File: config.mk
export PLATFORM = sky130hd
export DESIGN_NAME = cordic_phase_frontend
export DESIGN_NICKNAME = d
export VERILOG_FILES = /design/src/rtl/cordic_pkg.sv /design/src/rtl/cordic_valid_delay.sv /design/src/rtl/cordic_phase_frontend.sv
export SDC_FILE = /design/constraint.sdc
export NUM_CORES = 1
export LEC_CHECK = 0
export ABC_AREA = 1
export CAP_MARGIN = 10
export CORE_MARGIN = 4
export CORE_UTILIZATION = 62
export CTS_BUF_LIST = sky130_fd_sc_hd__clkbuf_16
export CTS_CLUSTER_SIZE = 10
export DETAILED_ROUTE_END_ITERATION = 7
export PLACE_DENSITY = 0.87
export SYNTH_ARGS = -nofsm -noshare
export SYNTH_HDL_FRONTEND = slang
export SYNTH_SLANG_ARGS = --single-unit
File: constraint.sdc
create_clock -name clk -period 7.04 [get_ports clk]
set_clock_uncertainty 0.05 [all_clocks]
set_input_delay 1.056 -clock clk [delete_from_list [all_inputs] [get_ports clk]]
set_output_delay 1.056 -clock clk [all_outputs]
set_load 0.005 [all_outputs]
File: src/rtl/cordic_pkg.sv
// Shared constants, quadrant type and arithmetic helpers for the CORDIC phase front end.
package cordic_pkg;

  localparam int unsigned DATA_W     = 16;
  localparam int unsigned PROD_W     = 32;
  localparam int unsigned ANG_SHIFT  = 14;
  localparam int unsigned GAIN_SHIFT = 15;

  localparam logic signed [PROD_W-1:0] HALF_PI_Q14 = 32'sd25736;
  localparam logic signed [PROD_W-1:0] INV_K_Q15   = 32'sd19898;
  localparam logic signed [PROD_W-1:0] ANG_ROUND   = 32'sd8192;
  localparam logic signed [PROD_W-1:0] GAIN_ROUND  = 32'sd16384;
  localparam logic [DATA_W-1:0]        QUAD_OFFSET = 16'h2000;

  typedef enum logic [1:0] {
    QUAD_0 = 2'd0,
    QUAD_1 = 2'd1,
    QUAD_2 = 2'd2,
    QUAD_3 = 2'd3
  } quad_t;

  // Two's-complement negation that maps the most negative value to the most positive.
  function automatic logic signed [DATA_W-1:0] neg_sat(input logic signed [DATA_W-1:0] v);
    logic signed [DATA_W-1:0] res;
    if (v == {1'b1, {(DATA_W-1){1'b0}}}) begin
      res = {1'b0, {(DATA_W-1){1'b1}}};
    end else begin
      res = -v;
    end
    return res;
  endfunction

  // Multiply by 1/K (Q1.15) with round-half-up, cancelling the CORDIC gain.
  function automatic logic signed [DATA_W-1:0] scale_inv_k(input logic signed [DATA_W-1:0] v);
    logic signed [PROD_W-1:0] prod;
    prod = PROD_W'(v) * INV_K_Q15 + GAIN_ROUND;
    return DATA_W'(prod >>> GAIN_SHIFT);
  endfunction

endpackage

File: src/rtl/cordic_valid_delay.sv
// Parameterised-depth valid shift register with synchronous clear; exposes every tap.
module cordic_valid_delay #(
  parameter int unsigned DEPTH = 2
) (
  input  logic             clk,
  input  logic             reset,
  input  logic             i_valid,
  output logic [DEPTH-1:0] o_pipe
);

  logic [DEPTH-1:0] r_pipe;

  always_ff @(posedge clk) begin
    if (reset) begin
      r_pipe <= '0;
    end else begin
      r_pipe[0] <= i_valid;
      for (int i = 1; i < int'(DEPTH); i++) begin
        r_pipe[i] <= r_pipe[i-1];
      end
    end
  end

  assign o_pipe = r_pipe;

endmodule

File: src/rtl/cordic_phase_frontend.sv
// Quadrant pre-rotation and Q2.14 angle conversion ahead of the CORDIC rotator, plus valid tracking.
// Optional 1/K gain compensation on x/y is enabled with `define CORDIC_GAIN_COMP_EN.
module cordic_phase_frontend
  import cordic_pkg::*;
#(
  parameter int unsigned WIDTH  = 16,
  parameter int unsigned STAGES = 16
) (
  input  logic                    clk,
  input  logic                    reset,
  input  logic                    in_valid,
  input  logic signed [WIDTH-1:0] x_in,
  input  logic signed [WIDTH-1:0] y_in,
  input  logic        [WIDTH-1:0] phase_in,
  output logic signed [WIDTH-1:0] x_out,
  output logic signed [WIDTH-1:0] y_out,
  output logic signed [WIDTH-1:0] angle_out,
  output logic                    out_valid,
  output logic                    res_valid,
  output logic                    busy
);

  localparam int unsigned FE_DEPTH  = 2;
  localparam int unsigned ROT_DEPTH = STAGES + 1;

  logic [WIDTH-1:0]        w_p;
  quad_t                   w_q;
  logic signed [WIDTH-1:0] w_resid;

  quad_t                   r_q;
  logic signed [WIDTH-1:0] r_resid;
  logic signed [WIDTH-1:0] r_xa;
  logic signed [WIDTH-1:0] r_ya;

  logic signed [WIDTH-1:0]  w_x_rot;
  logic signed [WIDTH-1:0]  w_y_rot;
  logic signed [WIDTH-1:0]  w_x_b;
  logic signed [WIDTH-1:0]  w_y_b;
  logic signed [PROD_W-1:0] w_ang_prod;
  logic signed [WIDTH-1:0]  w_angle;

  logic signed [WIDTH-1:0] r_x_out;
  logic signed [WIDTH-1:0] r_y_out;
  logic signed [WIDTH-1:0] r_angle;

  logic [FE_DEPTH-1:0]  w_fe_pipe;
  logic [ROT_DEPTH-1:0] w_rot_pipe;

  // Quadrant from the offset phase; residual is the offset phase's low bits re-centred on zero.
  assign w_p     = phase_in + QUAD_OFFSET;
  assign w_q     = quad_t'(w_p[WIDTH-1 -: 2]);
  assign w_resid = signed'({2'b00, w_p[WIDTH-3:0]} - QUAD_OFFSET);

  always_ff @(posedge clk) begin
    if (reset) begin
      r_q     <= QUAD_0;
      r_resid <= '0;
      r_xa    <= '0;
      r_ya    <= '0;
    end else if (in_valid) begin
      r_q     <= w_q;
      r_resid <= w_resid;
      r_xa    <= x_in;
      r_ya    <= y_in;
    end
  end

  always_comb begin
    w_x_rot = r_xa;
    w_y_rot = r_ya;
    case (r_q)
      QUAD_0: begin
        w_x_rot = r_xa;
        w_y_rot = r_ya;
      end
      QUAD_1: begin
        w_x_rot = neg_sat(r_ya);
        w_y_rot = r_xa;
      end
      QUAD_2: begin
        w_x_rot = neg_sat(r_xa);
        w_y_rot = neg_sat(r_ya);
      end
      QUAD_3: begin
        w_x_rot = r_ya;
        w_y_rot = neg_sat(r_xa);
      end
      default: begin
        w_x_rot = r_xa;
        w_y_rot = r_ya;
      end
    endcase
  end

`ifdef CORDIC_GAIN_COMP_EN
  assign w_x_b = scale_inv_k(w_x_rot);
  assign w_y_b = scale_inv_k(w_y_rot);
`else
  assign w_x_b = w_x_rot;
  assign w_y_b = w_y_rot;
`endif

  // Residual (2^16 = 2*pi) to Q2.14 radians, rounded half-up.
  assign w_ang_prod = PROD_W'(r_resid) * HALF_PI_Q14 + ANG_ROUND;
  assign w_angle    = WIDTH'(w_ang_prod >>> ANG_SHIFT);

  always_ff @(posedge clk) begin
    if (reset) begin
      r_x_out <= '0;
      r_y_out <= '0;
      r_angle <= '0;
    end else if (w_fe_pipe[0]) begin
      r_x_out <= w_x_b;
      r_y_out <= w_y_b;
      r_angle <= w_angle;
    end
  end

  cordic_valid_delay #(
    .DEPTH (FE_DEPTH)
  ) u_fe_valid (
    .clk     (clk),
    .reset   (reset),
    .i_valid (in_valid),
    .o_pipe  (w_fe_pipe)
  );

  cordic_valid_delay #(
    .DEPTH (ROT_DEPTH)
  ) u_rot_valid (
    .clk     (clk),
    .reset   (reset),
    .i_valid (w_fe_pipe[FE_DEPTH-1]),
    .o_pipe  (w_rot_pipe)
  );

  assign x_out     = r_x_out;
  assign y_out     = r_y_out;
  assign angle_out = r_angle;
  assign out_valid = w_fe_pipe[FE_DEPTH-1];
  assign res_valid = w_rot_pipe[ROT_DEPTH-1];
  assign busy      = (|w_fe_pipe) | (|w_rot_pipe);

endmodule

-- Word-level counts from Yosys, hierarchy flattened
Index checks and enable logic that the tools add are counted.
- add/sub/neg operators: 5
- $mul: 1
- divide/modulo/power cells: 0
- order comparisons: 0
- equal/unequal tests: 5
- shift operators: 0
- multiplexer cells: 4
- bitwise logic cells: 1
- reductions and logical operators: 3
- operator list (kind ; number):
    $pmux 16 s4 ; 2
    $eq 16x16->1 const B ; 2
    $mux 16 ; 2
    $neg 16->16 ; 2
    $add 30x15->30 const B ; 1
    $mul 15x13->27 const B ; 1
    $reduce_or 17->1 ; 1
    $add 16x14->16 const B ; 1
    $sub 14x14->15 const B ; 1
    $eq 2x2->1 const B ; 2
    $eq 2x1->1 const B ; 1
    $logic_not 2->1 ; 1
    $reduce_or 2->1 ; 1
    $or 1x1->1 ; 1
- register bits: 116
- latch bits: 0
- bits in writable memories: 0
- ROM bits: 0
- logic and storage cells: 28
- memories: 0

-- Longest topological paths before layout
Gate-level depths: netlist (run 1).
- depth after elaboration: 3
- mapped depth: 26
- mapped depth without buffers: 26

-- Cells and area by module
A second synthesis (run 1) with hierarchy kept.
- cells, all modules: 1289
- area total of the unflattened synthesis: 8957.3 um^2
- modules (own cells, without submodules) (module ; times used ; cells an instance ; area an instance (um^2) ; sequential area each (um^2)):
    cordic_phase_frontend ; 1 ; 1230 ; 8408.1 ; 1921.8
    cordic_valid_delay at u_rot_valid ; 1 ; 53 ; 494.2 ; 340.3
    cordic_valid_delay at u_fe_valid ; 1 ; 6 ; 55.1 ; 40.0

-- Worst setup path before layout (run 1)
OpenSTA, ideal clock, no wires.
- kind: register to register
- start point: register r_resid[4]
- end point: register r_angle[8], in the netlist angle_out[8]
- library setup time: 0.113 ns
- arrival: 4.022 ns
- slack: 2.854 ns
- stages on the path, launching flop included: 18
- buffers on the path: 0
- period minus slack after synthesis: 4.186 ns
- path through: dfxtp_1 ha_1 fa_1 fa_1 fa_1 ha_1 ha_1 a21oi_1 inv_1 nor2_1 nand4_1 nand2_4 nand2_2 nor2_1 nand3_1 xor2_1 o21ai_1 inv_1
- word-level cells in the longest chain between the ends: 2
- RTL lines (what ; RTL line ; source):
    from (decl) ; cordic_phase_frontend.sv:31 ; logic signed [WIDTH-1:0] r_resid;
    from (signal assigned) ; cordic_phase_frontend.sv:62 ; r_resid <= w_resid;
    $mul 15x13->27 ; cordic_phase_frontend.sv:104 ; assign w_ang_prod = PROD_W'(r_resid) * HALF_PI_Q14 + ANG_ROUND;
    $add 30x15->30 ; cordic_phase_frontend.sv:104 ;
    to (signal assigned) ; cordic_phase_frontend.sv:115 ; r_angle <= w_angle;
    to (decl) ; cordic_phase_frontend.sv:44 ; logic signed [WIDTH-1:0] r_angle;
No other way between the ends.
A chain may end at the register's enable or synchronous reset.

-- Final worst setup path (run 1)
- start point: register r_resid[2]
- end point: register r_angle[9], in the netlist angle_out[9]
Same word-level chain as after synthesis.

==> key figures, run 1 <==
Critical path
  – WP data arrival: 4960 ps
  – Worst Path Max Fanout: 5
  – Worst EP required: 7300 ps
  – Setup crit start kind: flop
  – Critical path class: reg -> reg
  – Most common cell on crit path: nand2_1
  – CP peak stage delay: about 550 ps
  – Crit-path slowest cell: fa_1
  – Crit path capture type: flop
  – CP cell instances: ha_1 -> fa_1 -> fa_1 -> fa_1 -> ha_1 -> ha_1 -> a21oi_1 -> nand2_1 -> a21oi_1 -> nand2_1 -> nand2_1 -> and2_1 -> nand2_1 -> nor2_2 -> nand3_1 -> nand2_1 -> nand3_1 -> nand2_1 -> inv_1

Synth
  – Top-count cell post-synth: nand2_1
  – Largest area contributor in the netlist: dfxtp_1
  – Number of distinct library cells after synthesis: between 40 and 50
  – Synthesized area: roughly 8900 um2
  – Number of synthesis warnings: 0
  – Commonest cells post-synth: nand2_1 (318), inv_1 (151), dfxtp_1 (115)
  – Yosys reg bits: 115
  – Post-synth top area share: approximately a quarter
  – Post-synthesis sequential area ratio: between 20% and 30%
  – Cell count after synthesis: approximately 1300
  – Syn nets: 1452
  – Most common flop cell mapped by yosys: dfxtp_1
  – EDFF count, synth: 0
  – Post-synthesis async set-or-reset flop share: 0%
  – Largest cells by area after synthesis: dfxtp_1 (26%), nand2_1 (13%), ha_1 (10%)
  – Mean area per synthesized cell: 6.86 um2

Global routing
  – First-pass GRT wire length: around 42000 um
  – Grt met2 use: 52.3%
  – Initial antenna violation count: 1
  – GR Overflow Total: 0
  – M1 GR Usage: between 30% and 40%
  – Vias in the first global route: a little under 9000
  – Largest net degree at the start of global routing: 70
  – GRT Total Usage: between 30% and 40%
  – GRT Max-Usage Layer: met2
  – Met3 Track Usage GR: under 10%

Power and ir drop
  – Switch Pwr: approximately 1.4 mW
  – PwrDens: between 200 and 300 nW/um2
  – Clock power frac: roughly a quarter
  – Sequential share of power: about a quarter
  – P_leak: about 4.9 nW
  – Total Power: approximately 3.1 mW
  – Switching share of total power: between 40 and 50%
  – Peak supply drop: ~0.23 mV
  – Combinational power share: around half
  – Internal power: between 1.5 and 2 mW

Clock tree
  – Post_cts resized: 0
  – Bufs on Longest Clock Path: 2
  – Max H-tree Level: 4
  – Clk slew on worst S/H paths: 50 ps
  – Skew-Pair Late Insertion Delay: between 400 and 500 ps
  – Number of setup buffers added after CTS: 0
  – CTS root buf: clkbuf_16
  – TritonCTS Buffers: 17
  – CTS tree: done
  – Clock Sink Count: 115
  – CTS hold repair buffers: 0

Timing
  – Final Hold Fails: 0
  – Worst slew pin tran: 979 ps
  – Max Transition Viols Final: 0
  – # setup viols final: 0
  – RSZ-0062 raised after global routing: no
  – Tcrit/Tclk final: about 67%
  – Final Critical Period: ~4700 ps
  – Sum Neg Setup Slack: 0 ps
  – Max Freq: around 210 MHz
  – Hold WS: approximately 370 ps
  – Rel. slew slack: 34.6%

Placed design
  – Placed Cells: 1545
  – Placed wire-length estimate: 18500 um
  – Placer Congestion: around 1
  – IO buf count: between 100 and 150

Layout
  – Layout Cells excl Fill: 1576
  – Final Net Count: ~1500
  – Share of layout cells above drive strength 1: between 7 and 8%
  – Area grow syn2layout: 18.4%

Flow run
  – Maxcap violations: 0

Drt
  – Drt wl/cell: between 15 and 20 um
  – Drt total wl: roughly 25000 um
  – Final ANT Viol Nets: 0
  – Drt via density: 5.76
  – Pre-antenna DRT Iters: 8
  – 1st-iter DRT viols: around 800
  – Drc violations: 0
  – Vias: between 9000 and 10000

Status
  – Status: finished, final reports clean

Floorplanning
  – Starting Density: a little under two thirds
  – Die W: 128 um
  – DIE AREA: 16400 um2
  – Die H: about 130 um
  – FP Rows: 43
  – # IOs: roughly 100
  – Core footprint: between 10000 and 15000 um2

Min path
  – Min-delay worst type: reg -> reg
## critical path, delay by kind of cell (launching register included)
| family | cells | cell delay [ps] |
|---|---|---|
| buffers and inverters | 1 | 40 |
| AO/OA/AOI/OAI | 2 | 450 |
| flip-flops | 1 | 460 |
| AND/OR/NAND/NOR | 10 | 1180 |
| adder cells (fa/ha/maj) | 6 | 2410 |
## power groups by stage
| stage | Sequential, mW | Clock (mW) | Combinational [mW] |
|---|---|---|---|
| floorplan | 0.746 | 0 | 1.18 |
| global placement | 0.755 | 0 | 1.52 |
| detailed placement | 0.756 | 0 | 1.54 |
| CTS | 0.743 | 0.789 | 1.56 |
| global route | 0.750 | 0.822 | 1.78 |
| finish | 0.744 | 0.785 | 1.59 |
## area by class of cell
type                    count  area (um2)
diodes                      1        2.50
clock buffers              17         425
clock inverters            13        97.6
fillers                  1095        3430
inverters                 167         627
multi-input cells         975        5820
flip-flops and latches    115        2300
well taps                 180         225
repair buffers            108        1060
## path summary, 6_finish.rpt
kind | from | to | slack, ps | cells after the start
max | r_resid[2] | angle_out[9] | 2330 | 19
min | u_rot_valid.o_pipe[15] | u_rot_valid.o_pipe[16] | 370 | 2
max reg2reg | r_resid[2] | angle_out[9] | 2330 | 19
min reg2reg | u_rot_valid.o_pipe[15] | u_rot_valid.o_pipe[16] | 370 | 2
## metal layers
layer / routed length (um) / part of all wire (%)
met5: 0 / 0
met1: 10300 / 41
met3: 1750 / 7.0
met4: 1200 / 4.8
met2: 11700 / 47
## registers in the layout, summed over array words and instances, names as in the netlist
name                cells
y_out                  16
u_fe_valid.o_pipe       2
r_ya                   16
u_rot_valid.o_pipe     17
x_out                  16
r_q                     2
r_resid                14
angle_out              16
r_xa                   16
## cell usage in the layout (no fill, tap or decap), drive strengths merged
master,n
clkinv,11
or2,6
nor3,17
nor4,3
nand4,29
inv,165
clkinvlp,3
a21oi,107
a41oi,1
bufinv,1
dfxtp,115
o2111ai,11
o21ai,97
a31oi,2
nand3b,3
ha,71
nand2,331
and2,3
nand3,79
xnor2,10
nor2,128
buf,8
o211ai,8
xor2,27
fa,29
clkbuf,17
diode,1
clkdlybuf4s50,100
nor3b,1
o21bai,4
a22oi,8
## cell families (layout without fill, tap and decap cells)
family | count (synthesis) | count (layout) | synth area share (%)
AOI/OAI and AO/OA | 238 | 238 | 14.6
xor gates and xnor gates | 37 | 37 | 3.72
adders and majority gates | 100 | 100 | 16.5
buffers and inverters | 211 | 305 | 8.95
DFF | 115 | 115 | 25.8
other | 0 | 1 | 0
and+or+nand+nor | 600 | 600 | 30.4
## stage by stage
step	cell area [um2]	util (%)	setup WS [ps]
4_1_cts	10600	75.4	2360
6_report	10600	75.5	2330
3_5_place_dp	10000	71.7	2430
3_3_place_gp	10000	71.7	2440
2_1_floorplan	8920	-	2850
5_1_grt	10600	75.5	1900
No activity file was read; power rests on OpenSTA's default activity.
==> run 2, diff against run 1 <==
CORE_UTILIZATION = 58   (was 62)
PLACE_DENSITY = 0.82   (was 0.87)
clock period = 4.39 ns   (was 7.04 ns; I/O delays follow)
==> key figures, run 2 (synthesis gave the netlist of run 1 again) <==
Status
  – Status: finished, final reports clean (unchanged)

Drt
  – Drt total wl: 27300 um (was 25000 um)
  – Drc violations: 0 (unchanged)
  – Final ANT Viol Nets: 0 (unchanged)
  – Drt wl/cell: 16.7 um (was 15.8 um)
  – Pre-antenna DRT Iters: 6 (was 8)
  – 1st-iter DRT viols: 830 (was 803)
  – Vias: 9473 (was 9072)
  – Drt via density: 5.78 (was 5.76)

Placed design
  – Placer Congestion: 0.947 (was 1.00)
  – Placed wire-length estimate: 19200 um (was 18500 um)
  – Placed Cells: 1599 (was 1545)
  – IO buf count: 101 (unchanged)

Timing
  – Sum Neg Setup Slack: 0 ps (unchanged)
  – RSZ-0062 raised after global routing: yes (was no)
  – Max Freq: 228 MHz (was 213 MHz)
  – # setup viols final: 0 (unchanged)
  – Final Critical Period: 4380 ps (was 4710 ps)
  – Tcrit/Tclk final: 99.9% (was 66.8%)
  – Worst slew pin tran: 998 ps (was 979 ps)
  – Max Transition Viols Final: 0 (unchanged)
  – Final Hold Fails: 0 (unchanged)
  – Rel. slew slack: 33.4% (was 34.6%)

Layout
  – Most frequent cells in the layout: nand2_1 (296), inv_1 (147), dfxtp_1 (104) (was nand2_1 (318), inv_1 (152), dfxtp_1 (115))
  – Final core occ: 76.7% (was 75.5%)
  – Number of flip-flops in the largest register: 17 (unchanged)
  – Final Net Count: 1590 (was 1535)
  – Multi-input gate area: 6380 um2 (was 5820 um2)
  – Area grow syn2layout: 30.3% (was 18.4%)
  – ANT cells: 0 (was 1)
  – Register Area: 2320 um2 (was 2300 um2)
  – Layout Cells excl Fill: 1640 (was 1576)
  – Share of layout cells above drive strength 1: 17.4% (was 7.46%)
  – Filler cells: 1066 (was 1095)
  – Commonest non-fill, non-tap cell in the layout: nand2_1 (unchanged)

Flow run
  – Maxcap violations: 0 (unchanged)

Floorplanning
  – FP Rows: 45 (was 43)
  – Die H: 132 um (was 128 um)
  – # IOs: 102 (unchanged)
  – Die W: 132 um (was 128 um)
  – Starting Density: 58.9% (was 63.8%)
  – DIE AREA: 17400 um2 (was 16400 um2)
  – Core footprint: 15100 um2 (was 14000 um2)

Global routing
  – GR Overflow Total: 0 (unchanged)
  – Vias in the first global route: 8698 (was 8824)
  – Largest net degree at the start of global routing: 65 (was 70)
  – First-pass GRT wire length: 41900 um (was 42000 um)
  – GRT Total Usage: 29.1% (was 31.5%)
  – Initial antenna violation count: 0 (was 1)

Min path
  – Min-delay worst type: reg -> reg (unchanged)
  – Worst Hold Depth: 2 (unchanged)

Critical path
  – Worst Path Max Fanout: 4 (was 5)
  – Worst EP required: 4660 ps (was 7300 ps)
  – Crit-path slowest cell: fa_2 (was fa_1)
  – Setup crit start kind: flop (unchanged)
  – R2r worst-path depth: 23 (was 19)
  – R2R setup slack: 6 ps (was 2330 ps)
  – CP peak stage delay: 530 ps (was 550 ps)
  – Crit path capture type: flop (unchanged)
  – WP data arrival: 4660 ps (was 4960 ps)
  – Critical path class: reg -> reg (unchanged)
  – CP cell instances: ha_4 -> inv_2 -> fa_1 -> inv_2 -> fa_2 -> fa_1 -> ha_4 -> ha_4 -> nand2_4 -> nor2_4 -> inv_2 -> nor3_1 -> nand2_1 -> nand3b_1 -> nand2_1 -> inv_2 -> nand2_2 -> nor2_4 -> nand3_1 -> nand2_1 -> nand3_1 -> nand2_1 -> inv_1 (was ha_1 -> fa_1 -> fa_1 -> fa_1 -> ha_1 -> ha_1 -> a21oi_1 -> nand2_1 -> a21oi_1 -> nand2_1 -> nand2_1 -> and2_1 -> nand2_1 -> nor2_2 -> nand3_1 -> nand2_1 -> nand3_1 -> nand2_1 -> inv_1)

Clock tree
  – Clk slew on worst S/H paths: 60 ps (was 50 ps)
  – Bufs on Longest Clock Path: 2 (unchanged)
  – Skew-Pair Late Insertion Delay: 420 ps (about the same)
  – CTS hold repair buffers: 0 (unchanged)
  – Clock Sink Count: 115 (unchanged)
  – CTS root buf: clkbuf_16 (unchanged)
  – Max H-tree Level: 4 (unchanged)
  – CTS tree: done (unchanged)
  – TritonCTS Buffers: 17 (unchanged)

Power and ir drop
  – P_leak: 5.26 nW (was 4.91 nW)
  – PwrDens: 540 nW/um2 (was 295 nW/um2)
  – Peak supply drop: 0.358 mV (was 0.230 mV)
  – Total Power: 6.28 mW (was 3.11 mW)
run 2: cell types whose count changed in the layout (fill, tap and decap cells not counted), moves of 6 or more:
| cell | delta |
|---|---|
| buf_4 | +55 |
| nand2_1 | -22 |
| ha_1 | -21 |
| ha_4 | +19 |
| nand2_2 | +14 |
| nor2_1 | -13 |
| dfxtp_1 | -11 |
| dfxtp_2 | +10 |
| nand2_4 | +8 |
| nor2_4 | +8 |
| a21oi_1 | -7 |
| nand3_4 | +6 |
run 2: critical path: cells and delay by family, from the launching register on:
family / cells / cell delay, ps
buffers and inverters: 5 / 290
and+or+nand+nor: 12 / 1260
DFF: 1 / 360
adders and majority gates: 6 / 2310
run 2: area by class of cell:
| type | instances | share of cell area (%) |
|---|---|---|
| multi-input cells | 975 | 54.9 |
| flip-flops and latches | 115 | 20.0 |
| repair buffers | 163 | 12.7 |
| inverters | 167 | 5.39 |
| well taps | 188 | 2.02 |
| clock buffers | 17 | 3.66 |
| clock inverters | 15 | 1.36 |
run 2: power breakdown:
group	internal, mW	switching, mW
Sequential	1.12	0.0699
Combinational	1.55	2.16
Clock	0.839	0.542
Total	3.50	2.77
run 2: through the flow:
stage          hold WS [ps]  instance area, um2  setup WS (ps)
6_report                373               11600           5.67
5_1_grt                 397               11600           -160
4_1_cts                 374               11100           6.84
3_5_place_dp            363               10400           -110
3_3_place_gp            356               10400          -2.29
2_1_floorplan           353                8920            204
run 2: final timing paths:
path	startpoint	end
setup / recovery	r_resid[1]	angle_out[11]
hold / removal	u_rot_valid.o_pipe[14]	u_rot_valid.o_pipe[15]
setup reg to reg	r_resid[1]	angle_out[11]
hold reg to reg	u_rot_valid.o_pipe[14]	u_rot_valid.o_pipe[15]
run 2: routing by layer:
metal | wire length (um) | GRT usage (%) | part of all wire (%)
met5 | 0 | 0 | 0
met4 | 978 | 9.80 | 3.6
met3 | 1780 | 5.50 | 6.5
met2 | 13500 | 50.5 | 50
met1 | 11000 | 36.3 | 40
run 2: what timing repair did:
item                                    4_1_cts  5_1_grt
setup buffers                                 2        7
endpoints found under the setup margin       11       13
gates resized for setup                      15      108
pin swaps                                     1       51
